--- src/rtl/neural_ctrl_pkg.sv ---
// Shared state encoding and default timing constants for the neural_unit sequencer.
package neural_ctrl_pkg;

    typedef enum logic [2:0] {
        ST_IDLE,
        ST_BIAS,
        ST_STREAM,
        ST_DRAIN,
        ST_FETCH,
        ST_HOLD
    } state_t;

    localparam int DRAIN_CYC_DEF = 4;
    localparam int TIMEOUT_DEF   = 64;

endpackage

--- src/rtl/neural_seq_ctrl.sv ---
// Walks one neural_unit through bias load, beat streaming, pipeline drain and result fetch,
// then offers the compressed result on a valid/ready port.
module neural_seq_ctrl
    import neural_ctrl_pkg::*;
#(
    parameter int CNT_W     = 16,
    parameter int DRAIN_CYC = DRAIN_CYC_DEF,
    parameter int TIMEOUT   = TIMEOUT_DEF
) (
    input  logic             clk_i,
    input  logic             rstn_i,
    input  logic             cmd_valid_i,
    output logic             cmd_ready_o,
    input  logic [CNT_W-1:0] cmd_beats_i,
    input  logic [31:0]      cmd_bias_i,
    input  logic [31:0]      cmd_mode_i,
    input  logic [31:0]      cmd_mul_i,
    input  logic [31:0]      cmd_shift_i,
    input  logic             wi_valid_i,
    output logic             wi_ready_o,
    input  logic [31:0]      w_i,
    input  logic [31:0]      x_i,
    output logic             nu_bias_in_o,
    output logic             nu_valid_in_o,
    output logic             nu_get_res_o,
    output logic [31:0]      nu_weights_o,
    output logic [31:0]      nu_input_val_o,
    output logic [31:0]      nu_bias_shift_mode_o,
    output logic [31:0]      nu_out_mul_vals_o,
    output logic [31:0]      nu_out_shift_rl_o,
    input  logic [31:0]      nu_output_val_i,
    input  logic             nu_valid_out_i,
    output logic             res_valid_o,
    input  logic             res_ready_i,
    output logic [31:0]      res_data_o,
    output logic             err_o,
    output logic             busy_o
);

    localparam int DRN_W = (DRAIN_CYC < 1) ? 1 : $clog2(DRAIN_CYC + 1);
    localparam int TMO_W = (TIMEOUT < 2) ? 1 : $clog2(TIMEOUT);

    state_t             r_state;
    state_t             w_next;
    logic               r_live;
    logic [CNT_W-1:0]   r_beats;
    logic [DRN_W-1:0]   r_drn;
    logic [TMO_W-1:0]   r_tmo;
    logic [31:0]        r_bias;
    logic [31:0]        r_mode;
    logic [31:0]        r_mul;
    logic [31:0]        r_shift;
    logic [31:0]        r_res;
    logic               r_err;
    logic               w_cmd_acc;
    logic               w_beat_hs;
    logic               w_last_beat;
    logic               w_tmo_hit;

    assign w_cmd_acc   = cmd_valid_i && cmd_ready_o;
    assign w_beat_hs   = (r_state == ST_STREAM) && wi_valid_i;
    assign w_last_beat = w_beat_hs && (r_beats == CNT_W'(1));
    assign w_tmo_hit   = (r_tmo == TMO_W'(TIMEOUT - 1));

    always_comb begin
        w_next = r_state;
        case (r_state)
            ST_IDLE:   if (w_cmd_acc) w_next = ST_BIAS;
            ST_BIAS:   w_next = (r_beats != '0) ? ST_STREAM : ST_DRAIN;
            ST_STREAM: if (w_last_beat) w_next = ST_DRAIN;
            // One DRAIN cycle minimum, so DRAIN_CYC=0 still spends a cycle here.
            ST_DRAIN:  if (r_drn <= DRN_W'(1)) w_next = ST_FETCH;
            ST_FETCH:  if (nu_valid_out_i || w_tmo_hit) w_next = ST_HOLD;
            ST_HOLD:   if (res_ready_i) w_next = ST_IDLE;
            default:   w_next = ST_IDLE;
        endcase
    end

    always_ff @(posedge clk_i or negedge rstn_i) begin
        if (!rstn_i) begin
            r_state <= ST_IDLE;
            r_live  <= 1'b0;
            r_beats <= '0;
            r_drn   <= '0;
            r_tmo   <= '0;
            r_bias  <= '0;
            r_mode  <= '0;
            r_mul   <= '0;
            r_shift <= '0;
            r_res   <= '0;
            r_err   <= 1'b0;
        end else begin
            r_state <= w_next;
            r_live  <= 1'b1;
            case (r_state)
                ST_IDLE: begin
                    if (w_cmd_acc) begin
                        r_beats <= cmd_beats_i;
                        r_bias  <= cmd_bias_i;
                        r_mode  <= cmd_mode_i;
                        r_mul   <= cmd_mul_i;
                        r_shift <= cmd_shift_i;
                        r_res   <= '0;
                        r_err   <= 1'b0;
                    end
                end
                ST_BIAS: r_drn <= DRN_W'(DRAIN_CYC);
                ST_STREAM: begin
                    if (w_beat_hs) r_beats <= r_beats - CNT_W'(1);
                    if (w_last_beat) r_drn <= DRN_W'(DRAIN_CYC);
                end
                ST_DRAIN: begin
                    if (r_drn != '0) r_drn <= r_drn - DRN_W'(1);
                    r_tmo <= '0;
                end
                // valid_out has priority over the timeout on the final FETCH cycle.
                ST_FETCH: begin
                    if (nu_valid_out_i) begin
                        r_res <= nu_output_val_i;
                    end else if (w_tmo_hit) begin
                        r_res <= '0;
                        r_err <= 1'b1;
                    end else begin
                        r_tmo <= r_tmo + TMO_W'(1);
                    end
                end
                default: ;
            endcase
        end
    end

    assign cmd_ready_o          = r_live && (r_state == ST_IDLE);
    assign busy_o               = (r_state != ST_IDLE);
    assign wi_ready_o           = (r_state == ST_STREAM);
    assign nu_valid_in_o        = w_beat_hs;
    assign nu_bias_in_o         = (r_state == ST_BIAS);
    assign nu_get_res_o         = (r_state == ST_FETCH);
    assign res_valid_o          = (r_state == ST_HOLD);
    assign res_data_o           = r_res;
    assign err_o                = r_err;
    assign nu_weights_o         = (r_state == ST_BIAS)   ? r_bias :
                                  (r_state == ST_STREAM) ? w_i    : '0;
    assign nu_input_val_o       = (r_state == ST_STREAM) ? x_i : '0;
    assign nu_bias_shift_mode_o = r_mode;
    assign nu_out_mul_vals_o    = r_mul;
    assign nu_out_shift_rl_o    = r_shift;

endmodule

--- config.mk ---
export PLATFORM = sky130hd
export DESIGN_NAME = neural_seq_ctrl
export DESIGN_NICKNAME = d
export VERILOG_FILES = /design/src/rtl/neural_ctrl_pkg.sv /design/src/rtl/neural_seq_ctrl.sv
export SDC_FILE = /design/constraint.sdc
export NUM_CORES = 1
export LEC_CHECK = 0
export CORE_AREA = 2 2 174 176
export CTS_BUF_LIST = sky130_fd_sc_hd__clkbuf_8
export DETAILED_ROUTE_END_ITERATION = 6
export DIE_AREA = 0 0 176 178
export PLACE_DENSITY = 0.72
export SYNTH_ARGS = -nofsm -noshare
export SYNTH_HDL_FRONTEND = slang
export SYNTH_SLANG_ARGS = --single-unit
--- constraint.sdc ---
create_clock -name clk_i -period 2.7 [get_ports clk_i]
set_input_delay 0.675 -clock clk_i [delete_from_list [all_inputs] [get_ports clk_i]]
set_output_delay 0.675 -clock clk_i [all_outputs]
set_load 0.01 [all_outputs]
==> metrics <==
ys async rst share=1.00; crit path cell chain=or3b_4, clkinv_4, buf_12, buf_12, buf_16, buf_6, and2_4, buf_6; final WL=29,400 µm; layout cells sized above 1=0.286; worst reg-to-reg path cell count=7; routability congestion estimate from global placement=slightly above 0.8; RSZ-0062 raised after global routing=true; area leader, netlist=dfrtp_1; Final Util=0.481; Final Critical Period=2.71 ns; Synth Flop Type=dfrtp_1; overall routing resource usage=0.181; CTS tree=yes; CP max stage cell=or3b_4; Fin. Hold Viols=0; reg2reg start=r_state[2]; crit path DAT=2.04 ns; Clk Latency, worst-skew pair=0.48 ns; Vias=7,262; failing checks=setup timing; DPL Wire Length=20,500 µm; switching pwr=5.12 mW; crit-path max FO=6; Int Pwr=9.43 mW; Die Y=178 µm; Post-synth EDFFs=0; Worst VDD drop=439 µV; total I/O pin count=446; clock buffer depth=2; Pins Over Slew Limit=0; TritonCTS Sinks=190; crit path kind=register to output pin; first-pass GRT wire length=43,200 µm; antenna violations before repair=2; # port buffers=445; floorplan row count=between 60 and 70; Die Wd=176 µm; Fillers=2,659; Congestion Overflow GR=0; vias in the first global route=approximately 7,400; clock skew=0.0194 ns; Final Net Count=1,366; Startpoint Class=register; Initial DRC Count=391; Final WS setup=-0.0141 ns; final setup fails=7; CP peak stage delay=0.42 ns; Distinct cells, synth=52; synth top area cells=dfrtp_1 57%, mux2_2 17%, a22o_1 6.8%; number of synthesized register bits=190; CTS root buf=clkbuf_8; DR DRC count=0; Slew @ Worst Pin=0.711 ns; Synth top cells by count=190 x dfrtp_1, 128 x mux2_2, 65 x a22o_1; Mapped Area=between 8000 and 9000 µm²; H-tree depth=4; dpl cell area=13,300 µm²; Initial Util=0.283; fraction of the yosys area taken by sequential cells=0.571; most numerous cell in the Yosys netlist=dfrtp_1; Avg WL per Cell=19.3 µm; largest net degree at the start of global routing=64; Syn Area/Cell=roughly 13 µm²; Flop pwr share=0.332; Comb power frac=0.542; Num CTS Buffers=17; slew margin rel.=0.522; Max-Cap Viols=0; Clock Pin Slew Worst Setup and Hold Paths=0.11 ns; WP data required=about 2 ns; fin area=~14,000 µm²; Clk pwr share=0.126; Fmax=368 MHz; Final period util=1.01; total number of yosys warnings=0; Area Overhead vs Synth=69.9%; cells after synthesis=636; Worst setup EP type=output pin; Final ANT Viol Nets=0; power per standard cell area=1030 nW/µm²; DRT Pass-1 Iters=5; R2R Path End=r_bias[10]; syn_nets=888; status=complete, but fails checks; Die ar.=31,300 µm²; hold_buf cts=0; Via density=4.78; area of the core=29,400 µm²; sw frac=0.352; Leak=6.17 nW; Worst Hold Class=input port to async pin; top cell type's share of synthesized area=0.571; reg2reg setup slack=0.52 ns
==> cell families after synthesis <==
family                   synth area share
AO/OA/AOI/OAI                       0.126
adder cells (fa/ha/maj)           0.00901
buffers and inverters              0.0365
flip-flops                          0.571
multiplexers                        0.173
other                            0.000450
AND/OR/NAND/NOR                    0.0841
==> metal layers <==
layer	up-vias	GRT usage	wire (µm)
li1	3305	-	-
met1	3588	0.218	11600
met2	341	0.316	14800
met3	28	0.0524	2340
met4	0	0.0527	650
met5	-	0	0
==> critical path, delay by kind of cell (launching register included) <==
family,cells,cell delay [ns]
and+or+nand+nor,2,0.55
DFF,1,0.39
buffers and inverters,6,0.62
==> layout by cell type, fill, tap and decap left out, drive strengths merged, types with 3 or more instances in the layout <==
cell type and instances:
a211oi 3, a21oi 15, a22o 65, a2bb2oi 11, and2 35, buf 119
clkbuf 22, clkdlybuf4s50 374, clkinv 5, clkinvlp 3, dfrtp 190, ha 6
inv 18, mux2 128, nand2 25, nand3 12, nand4 5, nor2 14
nor3 5, nor3b 3, nor4 6, o211ai 4, o21ai 13, o22ai 8
or4 3
==> power by group through the flow <==
stage          Clock [mW]  Combinational (mW)  Sequential, mW
2_1_floorplan           0                2.80            5.11
3_3_place_gp            0                6.66            4.82
3_5_place_dp            0                6.77            4.86
4_1_cts              1.90                7.69            4.83
5_1_grt              2.01                8.40            4.98
6_report             1.83                7.89            4.83
==> state kept, by name (all words and copies together), names as in the netlist <==
| register | count |
|---|---|
| nu_bias_shift_mode_o | 32 |
| nu_out_mul_vals_o | 32 |
| r_state | 3 |
| res_data_o | 32 |
| r_tmo | 6 |
| err_o | 1 |
| r_live | 1 |
| r_drn | 3 |
| r_bias | 32 |
| nu_out_shift_rl_o | 32 |
| r_beats | 16 |
==> stage by stage <==
stage	hold slack (ns)	TNS [ns]	instances	total power [mW]	setup slack, ns
6_report	0.167	-0.0574	1518	14.5	-0.0141
5_1_grt	0.169	-2.48	1517	15.4	-0.105
3_5_place_dp	0.485	0	1450	11.6	0.109
2_1_floorplan	0.379	0	636	7.90	0.506
4_1_cts	0.150	-2.17	1510	14.4	-0.135
3_3_place_gp	0.483	0	1450	11.5	0.117
==> how the worst max path moves through the flow <==
stage / slack (ns) / startpoint / endpoint
6_report: -0.01 / r_state[0] / nu_input_val_o[4]
3_5_place_dp: 0.11 / r_state[0] / nu_weights_o[24]
5_1_grt: -0.11 / r_state[2] / nu_input_val_o[27]
3_3_place_gp: 0.12 / w_i[28] / nu_weights_o[28]
2_1_floorplan: 0.51 / r_state[0] / nu_weights_o[22]
4_1_cts: -0.14 / r_state[2] / nu_weights_o[10]
==> timing repair <==
item	in CTS	in global routing
endpoints found under the setup margin	69	61
resized for setup	299	55
buffers inserted	20	9
gates cloned	8	0
pin swaps	12	25
==> area by class of cell <==
type                            count  area (µm²)  area share
Antenna cell                        1        2.50    0.000177
Clock buffer                       17         234      0.0165
Clock inverter                     15         131     0.00928
Inverter                           11        46.3     0.00327
Multi-Input combinational cell    391        3380       0.239
Sequential cell                   190        4750       0.336
Tap cell                          390         488      0.0345
Timing Repair Buffer              503        5110       0.361
(Power assumes the default switching activity.)
